<file path="config.mk">
export PLATFORM = sky130hd
export DESIGN_NAME = muldiv_unit
export DESIGN_NICKNAME = d
export VERILOG_FILES = /design/src/rtl/muldiv_pkg.sv /design/src/rtl/muldiv_negate.sv /design/src/rtl/muldiv_unit.sv
export SDC_FILE = /design/constraint.sdc
export NUM_CORES = 1
export LEC_CHECK = 0
export ABC_AREA = 0
export ABC_CLOCK_PERIOD_IN_PS = 5780
export CORE_MARGIN = 2
export CORE_UTILIZATION = 50
export CTS_CLUSTER_SIZE = 8
export DETAILED_ROUTE_END_ITERATION = 16
export PLACE_DENSITY = 0.68
export SLEW_MARGIN = 20
export SYNTH_ARGS = -nofsm -noshare
export SYNTH_HDL_FRONTEND = slang
export SYNTH_SLANG_ARGS = --single-unit
export TNS_END_PERCENT = 100
</file>
<file path="constraint.sdc">
create_clock -name clk -period 5.78 [get_ports clk]
set_input_delay 1.445 -clock clk [delete_from_list [all_inputs] [get_ports clk]]
set_output_delay 1.445 -clock clk [all_outputs]
set_load 0.02 [all_outputs]
</file>
<file path="src/rtl/muldiv_pkg.sv">
// Shared types for the iterative RV32M multiply/divide unit.
// Op encoding follows RV32M funct3; the FSM enum is used by muldiv_unit.
package muldiv_pkg;

  typedef enum logic [2:0] {
    OpMul    = 3'b000,
    OpMulh   = 3'b001,
    OpMulhsu = 3'b010,
    OpMulhu  = 3'b011,
    OpDiv    = 3'b100,
    OpDivu   = 3'b101,
    OpRem    = 3'b110,
    OpRemu   = 3'b111
  } op_e;

  typedef enum logic [1:0] {
    StIdle,
    StCalc,
    StFixup,
    StDone
  } state_e;

  function automatic logic is_signed_a(op_e op);
    return op inside {OpMul, OpMulh, OpMulhsu, OpDiv, OpRem};
  endfunction

  function automatic logic is_signed_b(op_e op);
    return op inside {OpMul, OpMulh, OpDiv, OpRem};
  endfunction

endpackage

</file>
<file path="src/rtl/muldiv_negate.sv">
// Conditional two's-complement of a WIDTH-bit value.
// Used for operand magnitudes and for the final result sign fix.
module muldiv_negate #(
  parameter int unsigned WIDTH = 32
) (
  input  logic [WIDTH-1:0] din_i,
  input  logic             neg_i,
  output logic [WIDTH-1:0] dout_o
);

  always_comb begin
    dout_o = neg_i ? (~din_i + WIDTH'(1)) : din_i;
  end

endmodule

</file>
<file path="src/rtl/muldiv_unit.sv">
// Iterative radix-2 multiply / restoring divide for RV32M, one result bit per clock.
// Optional ONZC flag output is built only when MULDIV_FLAGS_EN is defined.
module muldiv_unit
  import muldiv_pkg::*;
#(
  parameter int unsigned REG_BITS = 32
) (
  input  logic                clk,
  input  logic                rst,
  input  logic                flush_i,
  input  logic                valid_i,
  output logic                ready_o,
  input  logic [2:0]          op_i,
  input  logic [REG_BITS-1:0] A,
  input  logic [REG_BITS-1:0] B,
  output logic                valid_o,
  input  logic                ready_i,
  output logic [REG_BITS-1:0] C
`ifdef MULDIV_FLAGS_EN
  ,
  output logic [3:0]          ONZC
`endif
);

  localparam int unsigned CNT_BITS = $clog2(REG_BITS) + 1;
  localparam int unsigned PW       = 2 * REG_BITS;
  localparam int unsigned SW       = 2 * REG_BITS + 1;
  localparam logic [REG_BITS-1:0] MinVal = {1'b1, {(REG_BITS-1){1'b0}}};

  state_e              state_q, state_d;
  logic [CNT_BITS-1:0] cnt_q, cnt_d;
  logic [SW-1:0]       sr_q, sr_d;
  logic [REG_BITS-1:0] opnd_q, opnd_d;
  op_e                 op_q, op_d;
  logic                neg_res_q, neg_res_d;
  logic [REG_BITS-1:0] c_q, res_d;
  logic                load_res;

  op_e                 op_in;
  logic                neg_a, neg_b, accept;
  logic [REG_BITS-1:0] abs_a, abs_b;
  logic                spec_dz, spec_ovf;
  logic [REG_BITS-1:0] special_res;

  assign op_in   = op_e'(op_i);
  assign neg_a   = is_signed_a(op_in) & A[REG_BITS-1];
  assign neg_b   = is_signed_b(op_in) & B[REG_BITS-1];
  assign ready_o = (state_q == StIdle) & ~rst;
  assign accept  = valid_i & ready_o & ~flush_i;
  assign valid_o = (state_q == StDone);
  assign C       = c_q;

  muldiv_negate #(.WIDTH(REG_BITS)) u_abs_a (.din_i(A), .neg_i(neg_a), .dout_o(abs_a));
  muldiv_negate #(.WIDTH(REG_BITS)) u_abs_b (.din_i(B), .neg_i(neg_b), .dout_o(abs_b));

  // Divide corner cases resolve in the accept cycle without iterating.
  assign spec_dz  = op_in[2] & (B == '0);
  assign spec_ovf = ((op_in == OpDiv) | (op_in == OpRem)) & (A == MinVal) & (B == '1);

  always_comb begin
    if (spec_dz) special_res = op_in[1] ? A : '1;
    else         special_res = op_in[1] ? '0 : MinVal;
  end

  // Multiply step: add multiplicand into the high half, shift {acc, q} right.
  logic [REG_BITS:0] mul_sum;
  logic [SW-1:0]     mul_next;
  assign mul_sum  = sr_q[PW:REG_BITS] + (sr_q[0] ? {1'b0, opnd_q} : '0);
  assign mul_next = {1'b0, mul_sum, sr_q[REG_BITS-1:1]};

  // Restoring divide step: shift in next dividend bit, subtract if it fits.
  logic [REG_BITS:0] rem_sh, rem_new;
  logic              rem_ge;
  logic [SW-1:0]     div_next;
  assign rem_sh   = {sr_q[PW-1:REG_BITS], sr_q[REG_BITS-1]};
  assign rem_ge   = (rem_sh >= {1'b0, opnd_q});
  assign rem_new  = rem_ge ? (rem_sh - {1'b0, opnd_q}) : rem_sh;
  assign div_next = {rem_new, sr_q[REG_BITS-2:0], rem_ge};

  logic [PW-1:0] res_sel, res_fix;
  assign res_sel = op_q[2] ?
                   {{REG_BITS{1'b0}}, (op_q[1] ? sr_q[PW-1:REG_BITS] : sr_q[REG_BITS-1:0])} :
                   sr_q[PW-1:0];

  muldiv_negate #(.WIDTH(PW)) u_res_fix (.din_i(res_sel), .neg_i(neg_res_q), .dout_o(res_fix));

  always_comb begin
    state_d   = state_q;
    cnt_d     = cnt_q;
    sr_d      = sr_q;
    opnd_d    = opnd_q;
    op_d      = op_q;
    neg_res_d = neg_res_q;
    res_d     = c_q;
    load_res  = 1'b0;
    unique case (state_q)
      StIdle: begin
        if (accept) begin
          op_d = op_in;
          if (spec_dz | spec_ovf) begin
            state_d  = StDone;
            res_d    = special_res;
            load_res = 1'b1;
          end else begin
            state_d = StCalc;
            cnt_d   = CNT_BITS'(REG_BITS);
            if (op_in[2]) begin
              sr_d      = {{(REG_BITS+1){1'b0}}, abs_a};
              opnd_d    = abs_b;
              neg_res_d = op_in[1] ? neg_a : (neg_a ^ neg_b);
            end else begin
              sr_d      = {{(REG_BITS+1){1'b0}}, abs_b};
              opnd_d    = abs_a;
              neg_res_d = neg_a ^ neg_b;
            end
          end
        end
      end
      StCalc: begin
        sr_d  = op_q[2] ? div_next : mul_next;
        cnt_d = cnt_q - CNT_BITS'(1);
        if (cnt_q == CNT_BITS'(1)) state_d = StFixup;
      end
      StFixup: begin
        state_d  = StDone;
        load_res = 1'b1;
        res_d    = (op_q[2] | (op_q == OpMul)) ? res_fix[REG_BITS-1:0] : res_fix[PW-1:REG_BITS];
      end
      StDone: begin
        if (ready_i) state_d = StIdle;
      end
      default: state_d = StIdle;
    endcase
    if (flush_i) begin
      state_d  = StIdle;
      cnt_d    = '0;
      load_res = 1'b0;
    end
  end

  always_ff @(posedge clk or posedge rst) begin
    if (rst) begin
      state_q   <= StIdle;
      cnt_q     <= '0;
      sr_q      <= '0;
      opnd_q    <= '0;
      op_q      <= OpMul;
      neg_res_q <= 1'b0;
      c_q       <= '0;
    end else begin
      state_q   <= state_d;
      cnt_q     <= cnt_d;
      sr_q      <= sr_d;
      opnd_q    <= opnd_d;
      op_q      <= op_d;
      neg_res_q <= neg_res_d;
      if (load_res) c_q <= res_d;
    end
  end

`ifdef MULDIV_FLAGS_EN
  logic [3:0] onzc_q;
  logic       from_special;
  // O and C flags can only come from the special-case path taken in IDLE.
  assign from_special = (state_q == StIdle);

  always_ff @(posedge clk or posedge rst) begin
    if (rst) begin
      onzc_q <= '0;
    end else if (load_res) begin
      onzc_q <= {spec_ovf & from_special, res_d[REG_BITS-1], ~|res_d, spec_dz & from_special};
    end
  end

  assign ONZC = onzc_q;
`endif

endmodule

</file>
## After elaboration in Yosys (flattened, before gate mapping)

Index checks and enable logic that the tools add are counted.

| word-level totals | value |
|---|---|
| register bits | 141 |

| operators by class | value |
|---|---|
| $add $sub $neg | 6 |
| reduce and logical (&&, ||, !) cells | 15 |
| bitwise gates (word level) | 18 |
| mux-type cells | 36 |
| magnitude comparators | 1 |
| equal/unequal tests | 17 |

Operators with widths:

| operator | number |
|---|---|
| two-way mux 32 bit | 12 |
| two-way mux 65 bit | 3 |
| one-hot mux 65 bit (2 select lines) | 1 |
| two-way mux 64 bit | 2 |
| adder 32 x 1 -> 32 bit, second input constant | 2 |
| adder 64 x 1 -> 64 bit, second input constant | 1 |
| == test 32 bit, second input constant | 2 |
| inverter 32 bit | 2 |
| inverter 64 bit | 1 |
| one-hot mux 32 bit (2 select lines) | 1 |
| adder 33 x 32 -> 33 bit | 1 |
| >= comparator 33 x 32 -> 1 bit | 1 |
| two-way mux 33 bit | 1 |
| subtractor 33 x 32 -> 33 bit | 1 |
| logical NOT 32 bit | 1 |
| two-way mux 6 bit | 3 |
| one-hot mux 6 bit (2 select lines) | 1 |
| AND reduction 3 bit | 4 |
| two-way mux 2 bit | 5 |
| != test 3 bit, second input constant | 3 |
| AND 1 bit | 8 |
| one-hot mux 2 bit (4 select lines) | 1 |
| == test 3 bit, second input constant | 2 |
| == test 6 x 1 -> 1 bit, second input constant | 1 |
| 21 further kinds | 33 |

## Depth between registers and ports, before layout

| depth | value |
|---|---|
| word-level depth | 10 |
| mapped depth | 16 |
| gate-level depth less buffers | 13 |

## By module

From an unflattened synthesis, not the netlist that was laid out.

| second synthesis, totals | value |
|---|---|
| cells, all modules | 1921 |
| area, all modules | 15608.7 um^2 |

Modules (own cells, without submodules):

| module | cells an instance | times used | area an instance (um^2) |
|---|---|---|---|
| muldiv_unit | 1517 | 1 | 12405.6 |
| muldiv_negate (u_res_fix) | 206 | 1 | 1649.1 |
| muldiv_negate (u_abs_a ...) | 99 | 2 | 777.0 |

## Least setup slack after synthesis

Ideal clock, no wire load.

| timing | value |
|---|---|
| kind | input to register |
| start point | in rst |
| end point | reg sr_q[0] |
| arrival | 6597 ps |
| required time | 5662 ps |
| stages | 10 |
| setup slack | -935 ps |
| cells stage by stage | inv_1 -> nand2_1 -> nor3b_1 -> o211ai_1 -> o21ai_0 -> clkbuf_1 -> clkbuf_1 -> o21ai_0 -> a21oi_1 -> nor2_1 |

| on the way | value |
|---|---|
| word-level cells in the longest chain between the ends | 6 |

RTL lines:

| what | line | text |
|---|---|---|
| start, declared | muldiv_unit.sv:9 | `input logic rst,` |
| inverter 1 bit | muldiv_unit.sv:48 | `assign ready_o = (state_q == StIdle) & ~rst;` |
| AND 1 bit | muldiv_unit.sv:48 |  |
| AND 1 bit (2 in series) | muldiv_unit.sv:49 | `assign accept = valid_i & ready_o & ~flush_i;` |
| != test 2 bit (no line) | - |  |
| AND reduction 3 bit (no line) | - |  |
| end signal, assigned | muldiv_unit.sv:153 | `sr_q <= sr_d;` |
| end, declared | muldiv_unit.sv:32 | `logic [SW-1:0] sr_q, sr_d;` |

Every way passes these cells.
A chain may end at the register's enable or synchronous reset.

## Final worst setup path

| timing | value |
|---|---|
| start point | in A[27] |
| end point | reg sr_q[63] |

| on the way | value |
|---|---|
| word-level cells in the longest chain between the ends | 6 |

RTL lines:

| what | line | text |
|---|---|---|
| start, declared | muldiv_unit.sv:14 | `input logic [REG_BITS-1:0] A,` |
| == test 32 bit | muldiv_unit.sv:58 | `assign spec_ovf = ((op_in == OpDiv) \| (op_in == OpRem)) & (A == MinVal) & (B == '1);` |
| AND 1 bit (2 in series) | muldiv_unit.sv:58 |  |
| OR 1 bit | muldiv_unit.sv:100 | `if (spec_dz \| spec_ovf) begin` |
| != test 2 bit (no line) | - |  |
| AND reduction 3 bit (no line) | - |  |

Every way passes these cells.

==> key figures <==
Run status
  – Status: completed

Clock network
  – H-tree levels: 4
  – Setup bufs post-CTS: 0
  – Clock slew at reported path FFs: 0.07 ns
  – CTS Root Cell: clkbuf_16
  – CTS Sinks: 141
  – Clk buf depth: 2
  – Worst-Skew Late Latency: 0.45 ns
  – Hold-fix buffers, CTS: 0
  – Post-cts resize count: 0
  – CTS buffer count: 17
  – CTS tree: yes

Logic synthesis
  – Synthesis-stage register bit count: 141
  – Post-synth cell types: 83
  – Mapped cell area: 15600 sq um
  – Top-area cell type share of the netlist area: 0.226
  – Main synth FF type: dfrtp_1
  – Synthesized net count: 2258
  – Post-synth EDFFs: 0
  – YS warnings: 0
  – Synth async-reset ratio: 1.00
  – Cells after Synth: 2110
  – Mean Syn Cell Area: 7.41 sq um
  – Synth area leaders: dfrtp_1 (23%), a21oi_1 (7.4%), o21ai_0 (6.7%)
  – Register area share after synthesis: 0.226
  – Post-synth top area cell: dfrtp_1

Hold path
  – Worst hold path class: flop to flop
  – Hold_sp: C[10]$_DFFE_PP0P_

GRT
  – Largest net degree at the start of global routing: 143
  – GRT Util Overall: 0.369
  – Vias in the first global route: 15500
  – Initial antenna violation count: 0
  – First-pass GRT wire length: 93600 um
  – Total congestion overflow: 0

Timing
  – Final Hold Slack: 0.486 ns
  – Slew headroom: 0.383
  – RSZ-0062 raised after global routing: false
  – Slew @ Worst Pin: 0.923 ns
  – Final period util: 0.836
  – Setup total negative slack: 0 ns
  – Setup violators final: 0
  – Maximum clock frequency: 207 MHz
  – Final Critical Period: 4.83 ns
  – Hold Vio Cnt, Final: 0
  – Clock skew: 0.0142 ns
  – Max Transition Viols Final: 0

Worst setup path
  – Critical Path AT: 5.15 ns
  – Crit Reg-Reg Endpoint: sr_q[57]$_DFFE_PP0P_
  – Crit path kind: input pin to flop
  – Delay of the slowest cell on the worst path: 0.60 ns
  – CP Data Required Time: 6.10 ns
  – Crit path from: A[27]
  – Startpoint types: input pin
  – Crit path cell chain: clkdlybuf4s50_1 > or4_1 > nor3_1 > nand4_1 > o211ai_1 > buf_4 > o21ai_4 > nand3_1 > nor2_1 > a221oi_1 > nand3_1
  – Slowest CP cell: or4_1
  – Maximum fanout along the worst path: 26
  – End of the critical path: sr_q[63]$_DFFE_PP0P_
  – Reg2reg start: sr_q[0]$_DFFE_PP0P_
  – Worst reg-to-reg path cell count: 14
  – CP endpoint kind: flop
  – Setup slack, reg-to-reg: 1.09 ns
  – Crit path top cell by count: nand3_1

Detailed routing
  – Total routed wirelength: 61200 um
  – Vias per inst: 6.70
  – Iter 0 DRT Violations: 1980
  – Pre-antenna DRT Iters: 6
  – Post-DRT Antenna Nets: 0
  – DRC Markers: 0
  – Wire per inst: 24.2 um
  – Via count: 16900

Floorplan
  – Core area: 30700 sq um
  – Die height: 181 um
  – Num rows: 64
  – Top-Level Pins: 106
  – Die Footprint: 32700 sq um
  – Die width: 181 um
  – Initial Util: 0.510

Placed design
  – I/O Buffers: 105
  – Placer Congestion: 0.975
  – DP HPWL: 46800 um

Cells and area
  – Commonest non-fill, non-tap cells in the layout: a21oi_1 (231), o21ai_0 (209), nor2_1 (199), nand2_1 (186), dfrtp_1 (140)
  – Layout fillers: 2947
  – Ant diodes: 0
  – Area taken by multi-input logic gates: 11200 sq um
  – Register area: 3530 sq um
  – Most common cell after layout, fill and taps aside: a21oi_1
  – Net count, final: 2267
  – Layout area overhead: 11.7%
  – Fraction of layout instances using a drive strength above 1: 0.0647

Job
  – Total of max-cap violations: 0

Power
  – Leakage: 0.00707 uW
  – Peak VDD IR: 283 uV
  – PwrDens: 526 nW/um^2
## logic make-up after synthesis
kind of cell / count (synthesis) / share of synthesized area
compound gates: 760 / 0.300
xor+xnor: 163 / 0.0913
fa+ha+maj: 76 / 0.0618
buf+inv: 230 / 0.0575
flops: 141 / 0.226
mux: 100 / 0.0671
simple gates: 640 / 0.197
## report_power, final
| part | total, uW | internal (uW) | switching [uW] |
|---|---|---|---|
| combinational | 6020 | 2380 | 3640 |
| clock | 1100 | 599 | 499 |
| sequential | 2070 | 1280 | 786 |
## synthesized netlist by cell type (12+ instances only)
| library cell | n |
|---|---|
| clkbuf_1 | 129 |
| or4_1 | 13 |
| and2_1 | 41 |
| o221ai_1 | 15 |
| o21ai_0 | 210 |
| xnor2_1 | 109 |
| a31oi_1 | 33 |
| buf_1 | 12 |
| a21o_1 | 46 |
| dfrtp_1 | 141 |
| nor4_1 | 17 |
| o211ai_1 | 23 |
| or3_1 | 18 |
| ha_1 | 74 |
| xor2_1 | 54 |
| mux2_2 | 38 |
| o21a_1 | 12 |
| nand2_1 | 186 |
| nor2_1 | 200 |
| o41ai_1 | 12 |
| nand3_1 | 25 |
| nand4_1 | 20 |
| inv_1 | 75 |
| a21oi_1 | 231 |
| a211oi_1 | 58 |
| nor3_1 | 40 |
| mux2i_1 | 62 |
| and3_1 | 15 |
| nand2b_1 | 12 |
| o31ai_1 | 28 |
## per-layer routing
layer,track usage,share of wire,vias up
met4,0.173,0.049,0
li1,-,-,7735
met3,0.0794,0.10,162
met2,0.542,0.43,965
met1,0.514,0.42,8084
met5,0,0,-
## critical path, delay by kind of cell
family / cells / cell delay (ns)
compound gates: 3 / 0.66
simple gates: 6 / 2.20
buf+inv: 2 / 0.83
## worst min-delay path by stage
stage,end,depth (start not counted)
2_1_floorplan,opnd_q[10]$_DFFE_PP0P_,2
3_3_place_gp,C[10]$_DFFE_PP0P_,2
3_5_place_dp,C[26]$_DFFE_PP0P_,2
4_1_cts,C[10]$_DFFE_PP0P_,2
5_1_grt,C[18]$_DFFE_PP0P_,2
6_report,C[10]$_DFFE_PP0P_,2
## sequential cells by signal (all words and copies together) (netlist names)
name,flops
state_q,2
neg_res_q,1
opnd_q,32
C,32
sr_q,65
op_q,3
cnt_q,6
## stage by stage
step	worst slack [ns]	cell area (sq um)	instances	util	power [uW]
6_report	0.950	17500	2528	0.569	9190
5_1_grt	0.749	17500	2528	0.569	9750
4_1_cts	0.997	17500	2528	0.569	8970
3_5_place_dp	0.567	16900	2496	0.551	7860
3_3_place_gp	0.717	16900	2496	0.551	7780
2_1_floorplan	0.496	15600	2110	-	6050
## area by class of cell
class,instances,share of cell area
multi-input combinational,1739,0.643
sequential,141,0.202
tap,396,0.0284
clock buffer,17,0.0244
clock inverter,15,0.00810
timing repair buffer,144,0.0775
inverter,76,0.0165
Note: power is estimated with default switching activity, not from simulation.
